**config.mk**
```make
export PLATFORM = sky130hd
export DESIGN_NAME = mem_wb_sram_stage_flat
export DESIGN_NICKNAME = d
export VERILOG_FILES = /design/src/rtl/mem_wb_sram_stage_if.sv /design/src/rtl/mem_wb_sram_stage.sv /design/src/flat_wrapper.sv
export SDC_FILE = /design/constraint.sdc
export NUM_CORES = 1
export LEC_CHECK = 0
export BUFFER_PORTS_ARGS = -buffer_cell sky130_fd_sc_hd__buf_2
export CORE_ASPECT_RATIO = 0.7
export CORE_UTILIZATION = 54
export CTS_CLUSTER_SIZE = 8
export DETAILED_ROUTE_END_ITERATION = 12
export GPL_ROUTABILITY_DRIVEN = 0
export HOLD_SLACK_MARGIN = 0.06
export PLACE_DENSITY_LB_ADDON = 0.25
export SLEW_MARGIN = 15
export SYNTH_ARGS = -nofsm -noshare
export SYNTH_HDL_FRONTEND = slang
export SYNTH_SLANG_ARGS = --single-unit
```
**constraint.sdc**
```tcl
create_clock -name clk -period 3.5 [get_ports clk]
set_clock_uncertainty 0.05 [all_clocks]
set_input_delay 0.35 -clock clk [delete_from_list [all_inputs] [get_ports clk]]
set_output_delay 0.35 -clock clk [all_outputs]
set_load 0.01 [all_outputs]
```
**src/rtl/mem_wb_sram_stage_if.sv**
```systemverilog
// Half-word SRAM pin bundle between the MEM/WB stage (master) and the external SRAM (slave).
interface mem_wb_sram_stage_if #(
  parameter int SRAM_ADDR_LEN = 18
);
  logic [SRAM_ADDR_LEN-1:0] sram_addr;
  logic [15:0]              sram_wdata;
  logic [15:0]              sram_rdata;
  logic                     sram_we_n;
  logic                     sram_oe_n;

  modport master (
    output sram_addr, sram_wdata, sram_we_n, sram_oe_n,
    input  sram_rdata
  );

  modport slave (
    input  sram_addr, sram_wdata, sram_we_n, sram_oe_n,
    output sram_rdata
  );
endinterface

```
**src/rtl/mem_wb_sram_stage.sv**
```systemverilog
// ARM memory-access stage plus MEM/WB register; each 32-bit LDR/STR becomes two
// half-word SRAM accesses of SRAM_WAIT cycles each, with upstream frozen meanwhile.
module mem_wb_sram_stage #(
  parameter int DATA_LEN      = 32,
  parameter int SRAM_ADDR_LEN = 18,
  parameter int SRAM_WAIT     = 4,
  parameter int BASE_ADDR     = 1024
) (
  input  logic                clk,
  input  logic                rst,
  input  logic                mem_r_en,
  input  logic                mem_w_en,
  input  logic                wb_en_in,
  input  logic [3:0]          dest_in,
  input  logic [DATA_LEN-1:0] alu_res,
  input  logic [DATA_LEN-1:0] st_val,
  output logic                freeze,
  output logic                wb_en,
  output logic [3:0]          dest_wb,
  output logic [DATA_LEN-1:0] result_wb,
  mem_wb_sram_stage_if.master sram
);

  typedef enum logic [1:0] {IDLE, LO, HI, DONE} state_t;

  state_t                   state, state_nx;
  logic [3:0]               cnt;
  logic                     op_store;
  logic [15:0]              lo_q, hi_q;
  logic                     req;
  logic                     last;
  logic [SRAM_ADDR_LEN-2:0] word;
  logic [SRAM_ADDR_LEN-1:0] lo_addr, hi_addr;

  assign req     = mem_r_en | mem_w_en;
  assign last    = (cnt == 4'(SRAM_WAIT - 1));
  // Offset below BASE_ADDR wraps silently into the top of the SRAM.
  assign word    = (SRAM_ADDR_LEN-1)'((alu_res - DATA_LEN'(BASE_ADDR)) >> 2);
  assign lo_addr = {word, 1'b0};
  assign hi_addr = {word, 1'b1};

  always_ff @(posedge clk) begin
    if (rst) state <= IDLE;
    else     state <= state_nx;
  end

  always_comb begin
    state_nx = state;
    case (state)
      IDLE:    if (req)  state_nx = LO;
      LO:      if (last) state_nx = HI;
      HI:      if (last) state_nx = DONE;
      DONE:    state_nx = IDLE;
      default: state_nx = IDLE;
    endcase
  end

  always_comb begin
    freeze = 1'b0;
    case (state)
      IDLE:    freeze = req;
      LO, HI:  freeze = 1'b1;
      default: freeze = 1'b0;
    endcase
  end

  always_ff @(posedge clk) begin
    if (rst) begin
      wb_en           <= 1'b0;
      dest_wb         <= '0;
      result_wb       <= '0;
      cnt             <= '0;
      op_store        <= 1'b0;
      lo_q            <= '0;
      hi_q            <= '0;
      sram.sram_addr  <= '0;
      sram.sram_wdata <= '0;
      sram.sram_we_n  <= 1'b1;
      sram.sram_oe_n  <= 1'b1;
    end else begin
      case (state)
        IDLE: begin
          if (!req) begin
            wb_en     <= wb_en_in;
            dest_wb   <= dest_in;
            result_wb <= alu_res;
          end else begin
            wb_en          <= 1'b0;
            cnt            <= '0;
            op_store       <= mem_w_en;
            sram.sram_addr <= lo_addr;
            if (mem_w_en) begin
              sram.sram_wdata <= st_val[15:0];
              sram.sram_we_n  <= 1'b0;
            end else begin
              sram.sram_oe_n  <= 1'b0;
            end
          end
        end
        LO: begin
          if (last) begin
            cnt            <= '0;
            sram.sram_addr <= hi_addr;
            if (op_store) sram.sram_wdata <= st_val[31:16];
            else          lo_q            <= sram.sram_rdata;
          end else begin
            cnt <= cnt + 4'd1;
          end
        end
        HI: begin
          if (last) begin
            cnt            <= '0;
            sram.sram_we_n <= 1'b1;
            sram.sram_oe_n <= 1'b1;
            if (!op_store) hi_q <= sram.sram_rdata;
          end else begin
            cnt <= cnt + 4'd1;
          end
        end
        DONE: begin
          if (op_store) begin
            wb_en <= 1'b0;
          end else begin
            wb_en     <= wb_en_in;
            dest_wb   <= dest_in;
            result_wb <= DATA_LEN'({hi_q, lo_q});
          end
        end
        default: wb_en <= 1'b0;
      endcase
    end
  end

endmodule

```
**src/flat_wrapper.sv**
```systemverilog
// flat-port wrapper written by rule: the top's interface ports become plain ports
module mem_wb_sram_stage_flat 
#(
  parameter int DATA_LEN      = 32,
  parameter int SRAM_ADDR_LEN = 18,
  parameter int SRAM_WAIT     = 4,
  parameter int BASE_ADDR     = 1024
)
  (clk, rst, mem_r_en, mem_w_en, wb_en_in, dest_in, alu_res, st_val, freeze, wb_en, dest_wb, result_wb, sram_sram_addr, sram_sram_wdata, sram_sram_we_n, sram_sram_oe_n, sram_sram_rdata);
  mem_wb_sram_stage_if #(.SRAM_ADDR_LEN(SRAM_ADDR_LEN)) sram_i ();
  input  logic clk;
  input  logic rst;
  input  logic mem_r_en;
  input  logic mem_w_en;
  input  logic wb_en_in;
  input  logic [3:0] dest_in;
  input  logic [DATA_LEN-1:0] alu_res;
  input  logic [DATA_LEN-1:0] st_val;
  output logic freeze;
  output logic wb_en;
  output logic [3:0] dest_wb;
  output logic [DATA_LEN-1:0] result_wb;
  output wire logic [$bits(sram_i.sram_addr)-1:0] sram_sram_addr;
  output wire logic [$bits(sram_i.sram_wdata)-1:0] sram_sram_wdata;
  output wire logic [$bits(sram_i.sram_we_n)-1:0] sram_sram_we_n;
  output wire logic [$bits(sram_i.sram_oe_n)-1:0] sram_sram_oe_n;
  input wire logic [$bits(sram_i.sram_rdata)-1:0] sram_sram_rdata;
  assign sram_sram_addr = sram_i.sram_addr;
  assign sram_sram_wdata = sram_i.sram_wdata;
  assign sram_sram_we_n = sram_i.sram_we_n;
  assign sram_sram_oe_n = sram_i.sram_oe_n;
  assign sram_i.sram_rdata = sram_sram_rdata;
  mem_wb_sram_stage #(.DATA_LEN(DATA_LEN), .SRAM_ADDR_LEN(SRAM_ADDR_LEN), .SRAM_WAIT(SRAM_WAIT), .BASE_ADDR(BASE_ADDR)) u_core (.clk(clk), .rst(rst), .mem_r_en(mem_r_en), .mem_w_en(mem_w_en), .wb_en_in(wb_en_in), .dest_in(dest_in), .alu_res(alu_res), .st_val(st_val), .freeze(freeze), .wb_en(wb_en), .dest_wb(dest_wb), .result_wb(result_wb), .sram(sram_i));
endmodule
```
After elaboration in Yosys (flattened, before gate mapping). Index checks and enable logic that the tools add are counted.

Register bits: 112. Output and inout port bits: 74. Logic and storage cells: 76.

$add $sub $neg: 2. Eq/ne operators: 12. Muxes and demuxes: 32. Bitwise logic cells: 2. Reductions and logical operators: 16.

Operator list (number): $mux 16 (4); $mux 32 (2); $pmux 32 s2 (1); $mux 18 (2); $pmux 18 s2 (1); $pmux 16 s2 (1); $sub 19x11->19 const B (1); $mux 4 (4); $pmux 4 s2 (2); $reduce_and 3->1 (5); $ne 2x1->1 const B (4); $ne 2x2->1 const B (4); $pmux 1 s2 (4); $pmux 2 s4 (1); $reduce_and 4->1 (2); $reduce_bool 2->1 (4); $mux 1 (7); $mux 2 (3); $reduce_and 5->1 (1); $add 4x1->4 const B (1); $eq 2x2->1 const B (2); $eq 4x2->1 const B (1); $reduce_and 2->1 (2); $eq 2x1->1 const B (1); 4 further kinds (4).

Logic depth before layout (Yosys ltp). Gate-level depths: netlist of run 1.

Depth in word-level cells: 4. Depth in mapped cells: 8.

Least setup slack after synthesis of run 1. No wires, ideal clock.

Kind: register to register. Start: register u_core.cnt[0]. End: register u_core.hi_q[10]. Library setup time: 128 ps. Data arrival time: 1621 ps. Required time: 3322 ps. Slack: 1701 ps. Cell stages (with the launch flop): 8. Buffers on the path: 2. Cells stage by stage: dfxtp_1 > ha_1 > or3b_4 > nor3b_2 > buf_4 > buf_8 > mux2i_1 > nor2_1.

Word-level cells in the longest chain between the ends: 2.

RTL lines: from (decl) (line mem_wb_sram_stage.sv:27) `logic [3:0] cnt;`; from (signal assigned) (line mem_wb_sram_stage.sv:107) `cnt <= cnt + 4'd1;`; from (signal assigned) (line mem_wb_sram_stage.sv:117) `cnt <= cnt + 4'd1;`; $eq 4x2->1 (line mem_wb_sram_stage.sv:36) `assign last = (cnt == 4'(SRAM_WAIT - 1));`; $reduce_and 3->1 (no source line); to (signal assigned) (line mem_wb_sram_stage.sv:115) `if (!op_store) hi_q <= sram.sram_rdata;`; to (decl) (line mem_wb_sram_stage.sv:29) `logic [15:0] lo_q, hi_q;`.

No other way between the ends. A chain may end at the register's enable or synchronous reset.

Worst setup path in the final report of run 1.
Start: register u_core.state[0]. End: register u_core.result_wb[6].

Word-level cells in the longest chain between the ends: 3. Elaborated cells between the ends (all ways): 7. Classes of those cells: eq/ne: 3; mux: 1; reduce/logical: 3.

RTL lines: from (decl) (line mem_wb_sram_stage.sv:26) `state_t state, state_nx;`; from (signal assigned) (line mem_wb_sram_stage.sv:44) `else state <= state_nx;`; $eq 2x2->1 or $logic_not 2->1 (tied branches) (line mem_wb_sram_stage.sv:81) `case (state)`; $ne 2x2->1 (no source line) or $reduce_bool 2->1 (tied branches); $reduce_and 3->1 (no source line); to (signal assigned) (line mem_wb_sram_stage.sv:86) `result_wb <= alu_res;`; to (signal assigned) (line mem_wb_sram_stage.sv:126) `result_wb <= DATA_LEN'({hi_q, lo_q});`; to (decl) (line mem_wb_sram_stage.sv:20) `output logic [DATA_LEN-1:0] result_wb,`.

Several ways; a longest one is shown, not always the timed one.

==> results of run 1 <==
## final cells by class
| type | count | area (µm²) |
|---|---|---|
| Clock inverter | 4 | 27.53 |
| Multi-Input combinational cell | 332 | 2411 |
| Fill cell | 684 | 2600 |
| Clock buffer | 12 | 256.5 |
| Sequential cell | 112 | 2242 |
| Tap cell | 120 | 150.1 |
| Timing Repair Buffer | 171 | 880.8 |
| Inverter | 4 | 15.01 |
## worst max-delay path: cells and delay by family, from the launching register on
family / cells / cell delay (ns)
DFF: 1 / 0.38
and+or+nand+nor: 1 / 0.09
adders and majority gates: 1 / 0.45
buffers and inverters: 2 / 0.69
AOI/OAI and AO/OA: 2 / 0.51
## metal layers
layer  routed length, µm  GRT usage, %  vias to the layer above  share of wire [%]
met5                   0             0                        -                  0
li1                    -             -                     2011                  -
met4                 109         5.584                        0               0.91
met3                 632         8.060                       12                5.3
met1                5759         34.39                     1929                 48
met2                5478         41.86                      113                 46
## state kept, by name (all words and copies together), names as in the netlist
name,count
u_core.op_store,1
u_core.lo_q,16
u_core.sram.sram_oe_n,1
u_core.result_wb,32
u_core.sram.sram_we_n,1
u_core.sram.sram_addr,18
u_core.hi_q,16
u_core.sram.sram_wdata,16
u_core.wb_en,1
u_core.state,2
u_core.dest_wb,4
u_core.cnt,4
## placed cells by master (no fill, tap or decap), types with 2 or more instances in the layout
master | Yosys | layout
nand2_1 | 7 | 7
clkbuf_8 | 0 | 2
nand4_1 | 2 | 2
o21ai_0 | 6 | 6
ha_1 | 7 | 6
dfxtp_1 | 112 | 112
nor3b_1 | 3 | 3
buf_4 | 4 | 10
a21oi_1 | 25 | 25
xor2_1 | 2 | 2
nand3b_1 | 2 | 2
xnor2_1 | 4 | 4
mux2i_1 | 94 | 94
nor2_1 | 95 | 95
buf_2 | 11 | 161
clkinv_2 | 0 | 2
clkbuf_16 | 0 | 9
a211oi_2 | 11 | 11
nand3_1 | 5 | 5
inv_1 | 4 | 4
a211oi_1 | 46 | 46
## final timing paths
path	endpoint	slack [ns]	depth (start not counted)
max	u_core.result_wb[6]	1.18	6
min reg2reg	u_core.wb_en	0.42	2
min	u_core.dest_wb[3]	0.20	3
max reg2reg	u_core.result_wb[6]	1.18	6
## logic make-up after synthesis
logic type      count (synthesis)  share of synthesized area, %
mux                            94                         19.37
buf+inv                        43                         4.687
compound gates                 99                         15.22
simple gates                  126                         11.69
fa+ha+maj                       7                         1.803
xor+xnor                        6                         1.082
flops                         112                         46.15
## power by group through the flow
stage	clock network [mW]	logic [mW]	registers, mW
floorplan	0	1.53	2.00
global placement	0	2.23	1.85
detailed placement	0	2.32	1.86
CTS	0.995	2.33	1.84
global route	1.05	2.57	1.89
finish	0.978	2.32	1.84
## per-stage QoR
| stage | hold slack, ns | setup slack (ns) | utilization [%] | instance area (µm²) |
|---|---|---|---|---|
| after global placement | 0.3973 | 1.329 | 66.40 | 5699 |
| after global routing | 0.2098 | 0.9917 | 69.71 | 5983 |
| final | 0.1951 | 1.183 | 69.71 | 5983 |
| after CTS | 0.1871 | 1.203 | 69.71 | 5983 |
| after floorplan | 0.3956 | 1.701 | - | 4858 |
| after detailed placement | 0.4129 | 1.209 | 66.40 | 5699 |
## cell usage after synthesis (5+ instances only)
cell type    n
dfxtp_1    112
nor2_1      95
mux2i_1     94
a211oi_1    46
a21oi_1     25
clkbuf_1    19
a211oi_2    11
buf_2       11
ha_1         7
nand2_1      7
o21ai_0      6
nand3_1      5
==> out/results.txt, run 1 <==
Core ar.: 8583 µm²
GR Overflow Total: 0
CP required: 3.70 ns
yosys warns: 0
CP max stage cell: buf_4
area share of the largest cell type after synthesis: 46.15%
initial core utilization: 56.60%
H-tree depth: 3
CP Capture Type: register
Tmin final: 2.317 ns
RR Startpoint: u_core.state[0]
post-synthesis sequential area ratio: 46.15%
Clock Power Share: 19.0%
WL/cell: 15.86 µm
Mean Syn Cell Area: 9.976 µm²
vias in the first global route: 3813
RSZ-0062 raised after global routing: no
nets: 726
worst setup path start: u_core.state[0]
Synth area leaders: dfxtp_1 46%, mux2i_1 19%, nor2_1 7.3%, a211oi_1 7.1%, a211oi_2 2.8%
IO Pins: 163
DRC viols: 0
Clock Sinks: 112
CTS clk-pin slew, worst paths: 0.07 ns
crit path kind: register to register
cts repair resizes: 0
Post-Synthesis Cell Area: 4858 µm²
layout cells sized above 1: 32.60%
Vias: 4065
largest net degree at the start of global routing: 69
startpoint types: register
Detail Placement HPWL: 8469 µm
die width: 115.4 µm
ANT cells: 0
Clock Tree Buf Depth: 2
CTS tree: done
Cell Rows: 28
final worst-path cycle share: 66.21%
P per Cell Area: 859.5 nW/µm²
Sw Pwr: 2.034 mW
Setup TNS: 0 ns
Clk Latency, worst-skew pair: 0.34 ns
static leakage: 2.497 nW
number of endpoints failing setup at the final stage: 0
crit path cell chain: inv_1, ha_1, a221oi_4, buf_4, nor2_1, a211oi_1
DR pass1 iterations: 4
vias per cell: 5.384
Detail Route Antenna Nets: 0
Die ar.: 9387 µm²
Sw Share: 39.56%
number of synthesized flops with an enable pin: 0
worst-path fanout max: 68
GRT Total Usage: 26.01%
cell taking the most area after synthesis: dfxtp_1
Yosys reg bits: 112
# hold bufs at CTS: 0
final WL: 11980 µm
number of instances in the placed design: 739
Syn Nets: 583
hold_sp: dest_in[3]
Peak Freq: 431.5 MHz
combinational fraction of design power: 45.1%
slowest stage delay, CP: 0.58 ns
status: finished, final reports clean
violation count after the first detailed-route iteration: 182
die height: 81.36 µm
worst hold path type: input port to register
Most used DFF post-synth: dfxtp_1
initial antenna violation count: 0
Post-Syn Instances: 487
Clock Tree Root: clkbuf_16
CTS Buf Count: 9
post-synth cell types: 44
Non-Filler Instances: 755
ys async rst share: 0%
final hold vios: 0
Crit path arrival time: 2.51 ns
area delta synth->final: 23.15%
Slew HR: 53.96%
post-route total power: 5.142 mW
Seq pwr share: 35.9%
Post-CTS Setup Bufs: 0
first-pass GRT wire length: 18660 µm
max-cap violations: 0
Tightest Pin Transition: 0.6906 ns
worst vdd ir: 430.5 µV
internal power: 3.108 mW
PortBufs: 162
Slew Limit Fails: 0
No activity file was read; power rests on OpenSTA's default activity.
==> run 2, diff against run 1 <==
--- a/config.mk
+++ b/config.mk
@@ -7,7 +7,7 @@
 export LEC_CHECK = 0
 export BUFFER_PORTS_ARGS = -buffer_cell sky130_fd_sc_hd__buf_2
 export CORE_ASPECT_RATIO = 0.7
-export CORE_UTILIZATION = 54
+export CORE_UTILIZATION = 50
 export CTS_CLUSTER_SIZE = 8
 export DETAILED_ROUTE_END_ITERATION = 12
 export GPL_ROUTABILITY_DRIVEN = 0
==> constraint.sdc (replaced) <==
create_clock -name clk -period 2.3 [get_ports clk]
set_clock_uncertainty 0.05 [all_clocks]
set_input_delay 0.23 -clock clk [delete_from_list [all_inputs] [get_ports clk]]
set_output_delay 0.23 -clock clk [all_outputs]
set_load 0.01 [all_outputs]
==> run 2 against run 1 <==
  * Critical path depth stayed put
  * Worst hold slack worse by 0.12 ns
  * Register-to-register slack worse by 0.99 ns
  * Combinational power is 57% higher
  * Sequential power is 52% higher
  * Wire length is 1.2% higher
  * Highest routed layer unchanged
  * Cell area is 2.1% higher
  * Maximum frequency is 9.9% higher
  * Final cell count is 0.93% higher
  * Die area is 7.8% higher
  * Global-route usage is 1.3 points lower
  * Utilization is 3.7 points lower
==> out/results.txt, run 2 (same netlist as run 1, synthesis figures left out) <==
GR Overflow Total: 0 (unchanged)
cts repair resizes: 0 (unchanged)
top flop regs: u_core.result_wb: 32 flops, u_core.sram.sram_addr: 18 flops (unchanged)
Critical Path Stages: 6 (unchanged)
fin util: 66.03% (was 69.71%)
DR pass1 iterations: 4 (unchanged)
H-tree depth: 3 (unchanged)
P per Cell Area: 1350 nW/µm² (was 859.5 nW/µm²)
post-route total power: 8.245 mW (was 5.142 mW)
RSZ-0062 raised after global routing: no (unchanged)
Tmin final: 2.109 ns (was 2.317 ns)
layout cells sized above 1: 32.92% (was 32.60%)
RR Startpoint: u_core.state[1] (was u_core.state[0])
CTS tree: done (unchanged)
Vias: 4106 (was 4065)
die width: 119.8 µm (was 115.4 µm)
Clock Tree Root: clkbuf_16 (unchanged)
post-route setup slack: 0.1909 ns (was 1.183 ns)
Clock Tree Buf Depth: 2 (unchanged)
die height: 84.48 µm (was 81.36 µm)
IO Pins: 163 (unchanged)
Crit path arrival time: 2.31 ns (was 2.51 ns)
Die ar.: 10120 µm² (was 9387 µm²)
GRT Total Usage: 24.70% (was 26.01%)
CP max stage cell: ha_1 (was buf_4)
final hold vios: 0 (unchanged)
Tightest Pin Transition: 0.6450 ns (was 0.6906 ns)
worst-path fanout max: 30 (was 68)
Peak Freq: 474.1 MHz (was 431.5 MHz)
PortBufs: 162 (unchanged)
first-pass GRT wire length: 19680 µm (was 18660 µm)
CTS Buf Count: 9 (unchanged)
Largest Register: u_core.result_wb (unchanged)
Slew HR: 57.00% (was 53.96%)
number of endpoints failing setup at the final stage: 0 (unchanged)
met3 Use GR: 6.386% (was 8.060%)
CTS clk-pin slew, worst paths: 0.07 ns (about the same)
vias in the first global route: 3941 (was 3813)
Core ar.: 9253 µm² (was 8583 µm²)
worst vdd ir: 734.9 µV (was 430.5 µV)
slowest stage delay, CP: 0.44 ns (was 0.58 ns)
max-cap violations: 0 (unchanged)
crit path kind: register to register (unchanged)
grt met2 use: 38.36% (was 41.86%)
number of flip-flops in the largest register: 32 (unchanged)
Slew Limit Fails: 0 (unchanged)
violation count after the first detailed-route iteration: 256 (was 182)
ANT cells: 0 (unchanged)
Hold Slack: 0.07072 ns (was 0.1951 ns)
pre-CTS WS: 0.2361 ns (was 1.209 ns)
static leakage: 2.543 nW (was 2.497 nW)
Clk Latency, worst-skew pair: 0.35 ns (was 0.34 ns)
Placed Area: 5764 µm² (was 5699 µm²)
final worst-path cycle share: 91.70% (was 66.21%)
worst reg2reg path endpoint: u_core.result_wb[4] (was u_core.result_wb[6])
CP required: 2.50 ns (was 3.70 ns)
cell count of the worst reg-to-reg path: 6 (unchanged)
nets: 729 (was 726)
WP buf/inv: 2 (unchanged)
CP Capture Type: register (unchanged)
worst setup path start: u_core.state[1] (was u_core.state[0])
Detail Route Antenna Nets: 0 (unchanged)
met1 Use GR: 34.06% (was 34.39%)
area delta synth->final: 25.75% (was 23.15%)
Top Family by Delay on Critical Path: compound AO/OA/AOI/OAI gates (was buffers and inverters)
initial antenna violation count: 0 (unchanged)
vias per cell: 5.388 (was 5.384)
crit path cell chain: inv_1, ha_1, a221oi_4, buf_4, nor2_1, a211oi_1 (unchanged)
worst setup path end: u_core.result_wb[4] (was u_core.result_wb[6])
final WL: 12120 µm (was 11980 µm)
WL/cell: 15.91 µm (was 15.86 µm)
Clock Sinks: 112 (unchanged)
number of instances in the placed design: 746 (was 739)
worst hold path type: input port to register (unchanged)
Detail Placement HPWL: 8764 µm (was 8469 µm)
Setup TNS: 0 ns (unchanged)
Most Crowded Layer GR: met2 (unchanged)
FF-to-FF setup slack: 0.19 ns (was 1.18 ns)
Post-CTS Setup Bufs: 0 (unchanged)
DRC viols: 0 (unchanged)
fin area: 6110 µm² (was 5983 µm²)
commonest non-fill, non-tap cells in the layout: 161 x buf_2, 112 x dfxtp_1, 95 x nor2_1 (unchanged)
Non-Filler Instances: 762 (was 755)
initial core utilization: 52.51% (was 56.60%)
status: finished, final reports clean (unchanged)
most common cell after layout, fill and taps aside: buf_2 (unchanged)
Cell Rows: 29 (was 28)
startpoint types: register (unchanged)
# hold bufs at CTS: 0 (unchanged)
largest net degree at the start of global routing: 49 (was 69)
## run 2: cell count changes in the layout (fill, tap and decap cells not counted)
| cell | change |
|---|---|
| bufinv_16 | +3 |
| buf_12 | +3 |
| inv_8 | +1 |
| inv_6 | -1 |
| clkbuf_8 | -2 |
| clkinv_2 | -2 |
| clkinv_4 | -1 |
| clkinvlp_4 | +2 |
## run 2: final cells by class
| cell class | instances | area [µm²] |
|---|---|---|
| fillers | 756 | 3143 |
| multi-input cells | 332 | 2411 |
| flip-flops and latches | 112 | 2242 |
| repair buffers | 174 | 940.9 |
| clock buffers | 10 | 229.0 |
| well taps | 124 | 155.1 |
| clock inverters | 6 | 116.4 |
| inverters | 4 | 15.01 |
## run 2: worst reg2reg max path, delay by kind of cell (launching register included)
kind / cells / cell delay, ns
compound gates: 2 / 0.57
buf+inv: 2 / 0.47
fa+ha+maj: 1 / 0.45
flops: 1 / 0.40
simple gates: 1 / 0.08
## run 2: report_power, final
group	leakage (nW)	switching (mW)	internal, mW	total [mW]
sequential	0.919	0.303	2.50	2.80
clock	0.161	0.723	1.07	1.80
combinational	1.46	2.11	1.53	3.65
total	2.54	3.14	5.11	8.25
## run 2: how the worst min path moves through the flow
stage / startpoint / to / slack (ns) / cells after the start
detailed placement: u_core.wb_en / u_core.wb_en / 0.40 / 2
CTS: dest_in[3] / u_core.dest_wb[3] / 0.06 / 3
global placement: u_core.wb_en / u_core.wb_en / 0.39 / 2
floorplan: alu_res[10] / u_core.sram.sram_addr[9] / 0.28 / 1
finish: dest_in[3] / u_core.dest_wb[3] / 0.07 / 3
global route: dest_in[0] / u_core.dest_wb[0] / 0.08 / 3
## run 2: metal layers
| layer | vias up | part of all wire (%) |
|---|---|---|
| li1 | 2032 | - |
| met4 | 0 | 1.3 |
| met5 | - | 0 |
| met1 | 1939 | 49 |
| met3 | 16 | 5.6 |
| met2 | 119 | 44 |
